File: config.mk
export PLATFORM = sky130hd
export DESIGN_NAME = rc4_xor_stream
export DESIGN_NICKNAME = d
export VERILOG_FILES = /design/src/rtl/rc4_xor_stream_pkg.sv /design/src/rtl/rc4_ks_fifo.sv /design/src/rtl/rc4_xor_stream.sv
export SDC_FILE = /design/constraint.sdc
export NUM_CORES = 1
export LEC_CHECK = 0
export CAP_MARGIN = 20
export CORE_ASPECT_RATIO = 0.7
export CORE_MARGIN = 5
export CORE_UTILIZATION = 57
export DETAILED_ROUTE_END_ITERATION = 8
export PLACE_DENSITY_LB_ADDON = 0.3
export SYNTH_ARGS = -nofsm -noshare
export SYNTH_HDL_FRONTEND = slang
export SYNTH_SLANG_ARGS = --single-unit
File: constraint.sdc
create_clock -name clk -period 5.1 [get_ports clk]
set_clock_uncertainty 0.2 [all_clocks]
set_input_delay 1.53 -clock clk [delete_from_list [all_inputs] [get_ports clk]]
set_output_delay 1.53 -clock clk [all_outputs]
set_load 0.02 [all_outputs]
File: src/rtl/rc4_xor_stream_pkg.sv
// Shared types and constants for the RC4 keystream XOR stage.
package rc4_xor_stream_pkg;

   typedef enum logic [1:0] {
      ST_PRIME = 2'd0,
      ST_RUN   = 2'd1,
      ST_HALT  = 2'd2
   } state_t;

   localparam int KS_MSB       = 9;
   localparam int KS_LSB       = 2;
   localparam int KS_W         = KS_MSB - KS_LSB + 1;
   localparam int BYTE_COUNT_W = 32;

endpackage

File: src/rtl/rc4_ks_fifo.sv
// Keystream byte FIFO; push accepted when not full or when a pop shares the cycle.
// Latency: head valid the cycle after the first push; level updates every edge.
// Backpressure: none upstream; the caller detects a refused push via full.
module rc4_ks_fifo
   import rc4_xor_stream_pkg::*;
#(
   parameter int DEPTH = 16
) (
   input  logic                     clk,
   input  logic                     rst,
   input  logic                     push,
   input  logic [KS_W-1:0]          push_data,
   input  logic                     pop,
   output logic [KS_W-1:0]          head_data,
   output logic [$clog2(DEPTH):0]   level,
   output logic                     full,
   output logic                     empty
);

   localparam int AW = $clog2(DEPTH);
   localparam int LW = AW + 1;

   logic [KS_W-1:0] mem [DEPTH];
   logic [AW-1:0]   wr_ptr;
   logic [AW-1:0]   rd_ptr;
   logic            push_ok;
   logic            pop_ok;

   assign full      = (level == LW'(DEPTH));
   assign empty     = (level == '0);
   assign pop_ok    = pop && !empty;
   assign push_ok   = push && (!full || pop_ok);
   assign head_data = mem[rd_ptr];

   always_ff @(posedge clk) begin
      if (push_ok) begin
         mem[wr_ptr] <= push_data;
      end
   end

   // Pointers are exactly AW bits so they wrap modulo DEPTH on their own.
   always_ff @(posedge clk) begin
      if (rst) begin
         wr_ptr <= '0;
         rd_ptr <= '0;
         level  <= '0;
      end else begin
         if (push_ok) begin
            wr_ptr <= wr_ptr + AW'(1);
         end
         if (pop_ok) begin
            rd_ptr <= rd_ptr + AW'(1);
         end
         case ({push_ok, pop_ok})
            2'b10:   level <= level + LW'(1);
            2'b01:   level <= level - LW'(1);
            default: level <= level;
         endcase
      end
   end

endmodule

File: src/rtl/rc4_xor_stream.sv
// Buffers RC4 keystream bytes and XORs them with plaintext into ciphertext.
// Latency: one cycle from plaintext acceptance to ct_valid.
// Backpressure: ct_ready stalls pt_ready; keystream overflow halts until reset.
module rc4_xor_stream
   import rc4_xor_stream_pkg::*;
#(
   parameter int DEPTH       = 16,
   parameter int START_LEVEL = 4
) (
   input  logic                      clk,
   input  logic                      rst,
   input  logic                      ks_valid,
   input  logic [9:0]                ks_data,
   input  logic                      pt_valid,
   output logic                      pt_ready,
   input  logic [7:0]                pt_data,
   output logic                      ct_valid,
   input  logic                      ct_ready,
   output logic [7:0]                ct_data,
   output logic [$clog2(DEPTH):0]    ks_level,
   output logic                      ks_overflow,
   output logic [BYTE_COUNT_W-1:0]   byte_count
);

   localparam int             LW       = $clog2(DEPTH) + 1;
   localparam logic [LW-1:0]  START_LV = LW'(START_LEVEL);

   state_t          state;
   state_t          state_nxt;
   logic            push_req;
   logic            fire;
   logic            overflow_evt;
   logic            ks_full;
   logic            ks_empty;
   logic [KS_W-1:0] ks_head;
   logic            unused_ks_bits;

   assign unused_ks_bits = ^ks_data[KS_LSB-1:0];

   // Once halted, cipher sync is lost; further keystream words are meaningless.
   assign push_req     = ks_valid && (state != ST_HALT);
   assign pt_ready     = (state == ST_RUN) && !ks_empty && (!ct_valid || ct_ready);
   assign fire         = pt_valid && pt_ready;
   assign overflow_evt = push_req && ks_full && !fire;

   rc4_ks_fifo #(
      .DEPTH (DEPTH)
   ) u_ks_fifo (
      .clk       (clk),
      .rst       (rst),
      .push      (push_req),
      .push_data (ks_data[KS_MSB:KS_LSB]),
      .pop       (fire),
      .head_data (ks_head),
      .level     (ks_level),
      .full      (ks_full),
      .empty     (ks_empty)
   );

   always_ff @(posedge clk) begin
      if (rst) begin
         state <= ST_PRIME;
      end else begin
         state <= state_nxt;
      end
   end

   always_comb begin
      state_nxt = state;
      case (state)
         ST_PRIME: begin
            if (overflow_evt) begin
               state_nxt = ST_HALT;
            end else if (ks_level >= START_LV) begin
               state_nxt = ST_RUN;
            end
         end
         ST_RUN: begin
            if (overflow_evt) begin
               state_nxt = ST_HALT;
            end
         end
         ST_HALT: begin
            state_nxt = ST_HALT;
         end
         default: begin
            state_nxt = ST_PRIME;
         end
      endcase
   end

   always_ff @(posedge clk) begin
      if (rst) begin
         ct_valid   <= 1'b0;
         ct_data    <= '0;
         byte_count <= '0;
      end else if (fire) begin
         ct_valid   <= 1'b1;
         ct_data    <= pt_data ^ ks_head;
         byte_count <= byte_count + BYTE_COUNT_W'(1);
      end else if (ct_valid && ct_ready) begin
         ct_valid   <= 1'b0;
      end
   end

   always_ff @(posedge clk) begin
      if (rst) begin
         ks_overflow <= 1'b0;
      end else if (overflow_evt) begin
         ks_overflow <= 1'b1;
      end
   end

endmodule

==> results.yml <==
outcome:
  status: "finished, final reports clean"
finish:
  fillers: 956
  finalNetCount: 664
  area_growth_syn_to_layout_pct: 19.1
  layout.cells.non_filler: 833
  drive_above_1_share_pct: 13.8
  num_antenna_cells: 0
logic_synthesis:
  synth_cell_types: 47
  synth-async-reset-ratio_pct: 0
  synth.top_cell.area_share_pct: 48.7
  synth_edf_count: 128
  yosysTopAreaCell: "edfxtp_1"
  synth_area_um2: 7900
  seq_area_frac_synth_pct: 64.1
  ys.flop_type: "edfxtp_1"
  syn_nets: 593
  synthTopCellsByCount: "edfxtp_1 (128), dfxtp_1 (61), nor2_1 (49)"
  netlist_instances: 559
  avgSynthCellArea_um2: 14.1
  synth-seq-cells: 189
  ys_warn_count: 0
  synth_area_leaders: "edfxtp_1 (49%), dfxtp_1 (15%), mux4_2 (9.1%), mux2i_1 (3.3%), xnor2_1 (2.4%)"
  synth.most_common_cell: "edfxtp_1"
power:
  peakVddDrop_uv: 275
  p_leak_uw: 0.00294
  p_per_area_nw_per_um2: 348
detailed_routing:
  drc: 0
  post_drt_wl_per_cell_um: 19.3
  wl_met1_um: 7220
  vias_per_cell: 5.82
  drtIter0Drc: 357
  routed_wl_um: 16100
  antenna_left: 0
  drt-pass1-iter-count: 4
  met2WireLength_um: 7720
  highest_layer: "met4"
  dr_wl_met3_um: 986
  vias: 4844
placed_design:
  place_hpwl_um: 10800
  placedCellCount: 800
  numPortBuffers: 68
  pre_cts_ws_ns: 0.484
  gp_congestion: 0.838
setup_path:
  crit_family: "buffers and inverters"
  crit_fanout: 2
  critPathKind: "input pin to output pin"
  worstPathArrival_ns: 2.90
  cp_common_cell: "clkdlybuf4s50_1"
  cpPeakStageDelay_ns: 0.60
  slowest_stage: "clkdlybuf4s50_1"
  critPathBufInv: 2
  worstPathRequired_ns: 3.37
  cp-end-kind: "output pin"
  start_kind: "input pin"
  crit_chain: "clkdlybuf4s50_1 > nand2b_1 > o211a_1 > clkdlybuf4s50_1"
grt:
  grt_max_degree: 65
  grt_overflow: 0
  grt_pass1_wl_um: 25500
  antenna_found_initial: 0
  grt_usage_pct: 20.8
  grt_pass1_vias: 4758
sta:
  rsz0062_at_grt: "false"
  setup-violations-final: 0
  slew_headroom_pct: 25.0
  tightest_slew_ns: 1.12
  fin_ws_ns: 0.475
  finalCritPeriodShare_pct: 90.7
  fmax_ghz: 0.216
  layout_min_cycle_time_ns: 4.63
  hold_viol: 0
  drv_slew: 0
  whs_ns: 0.281
  setup_tns_ns: 0
floorplan:
  design.core.area_um2: 13700
  rows: 36
  dieArea_um2: 16300
  io_pins: 71
  chipHeight_um: 108
  die_x_um: 151
  initial_core_util_pct: 57.5
cts:
  path_clk_slew_ns: 0.08
  cts_sinks: 189
  clock_path_buffers: 2
  cts_buffers: 17
  ctsHoldBuffers: 0
  cts_setup_buffers: 0
  clockRootBuffer: "clkbuf_16"
  cts.htree.levels: 4
  post_cts_resized: 0
  clk_latency_ns: 0.42
  cts_tree: "done"
flow_run:
  maxCapViolations: 0
min_path:
  min_path_type: "flop to flop"
report_power, final:
group	leakage, µW	internal (µW)	switching [µW]
sequential	0.00165	1670	24.9
clock	0.000287	739	592
combinational	0.00100	111	139
flip-flops by register name, summed over array words and instances, names as in the netlist, named ones only:
| signal | cells |
|---|---|
| byte_count | 32 |
| u_ks_fifo.mem | 128 |
| u_ks_fifo.wr_ptr | 4 |
| ct_valid | 1 |
| u_ks_fifo.level | 5 |
| ct_data | 8 |
| ks_overflow | 1 |
| state | 2 |
| u_ks_fifo.rd_ptr | 4 |
area by class of cell:
cell class	instances	area, µm²	area share [%]
clock inverters	15	179	1.90
multi-input cells	325	2650	28.1
flip-flops and latches	189	5070	53.9
inverters	15	56.3	0.599
clock buffers	17	425	4.52
well taps	190	238	2.53
repair buffers	82	793	8.43
worst register-to-register path, delay by kind of cell, from the launching register on:
kind	cells	cell delay [ns]
AOI/OAI and AO/OA	1	0.25
xor gates and xnor gates	2	0.30
adders and majority gates	1	0.22
DFF	1	0.40
muxes	1	0.18
and+or+nand+nor	5	1.35
cell families (layout without fill, tap and decap cells):
| family | after synthesis | count (layout) | share of synthesized area (%) |
|---|---|---|---|
| DFF | 189 | 189 | 64.1 |
| and+or+nand+nor | 164 | 164 | 10.8 |
| muxes | 62 | 62 | 13.0 |
| buffers and inverters | 45 | 129 | 2.34 |
| AOI/OAI and AO/OA | 58 | 58 | 4.63 |
| adders and majority gates | 11 | 11 | 1.74 |
| xor gates and xnor gates | 30 | 30 | 3.33 |
per-layer routing:
layer  GRT usage [%]  vias up
met5               0        -
met4            5.05        0
met3            4.61       17
met2            32.8      153
met1            29.8     2416
li1                -     2258
path summary, 6_finish.rpt:
kind                                    startpoint            endpoint  slack [ns]  depth (start not counted)
worst max-delay path                      ct_ready            pt_ready        0.47                          4
worst min-delay path                byte_count[31]      byte_count[31]        0.28                          2
worst max register to register  u_ks_fifo.level[2]  u_ks_fifo.level[4]        2.11                         10
worst min register to register      byte_count[31]      byte_count[31]        0.28                          2
cells in the final DEF, fill, tap and decap left out, types with 13 or more instances in the layout:
| cell | n |
|---|---|
| nand2_1 | 19 |
| clkdlybuf4s50_1 | 67 |
| mux2i_1 | 26 |
| inv_1 | 15 |
| dfxtp_1 | 59 |
| buf_4 | 13 |
| edfxtp_1 | 128 |
| mux4_2 | 32 |
| a21oi_1 | 23 |
| xnor2_1 | 22 |
| nand4_1 | 13 |
| clkbuf_16 | 17 |
| nor2_1 | 49 |
metrics by stage:
step	total power [µW]	utilization (%)	instance area (µm²)
finish	3280	68.5	9410
global route	3400	68.5	9410
CTS	3300	68.3	9390
detailed placement	1980	63.9	8780
global placement	1960	63.9	8780
floorplan	1880	-	7900
Note: power is estimated with default switching activity, not from simulation.
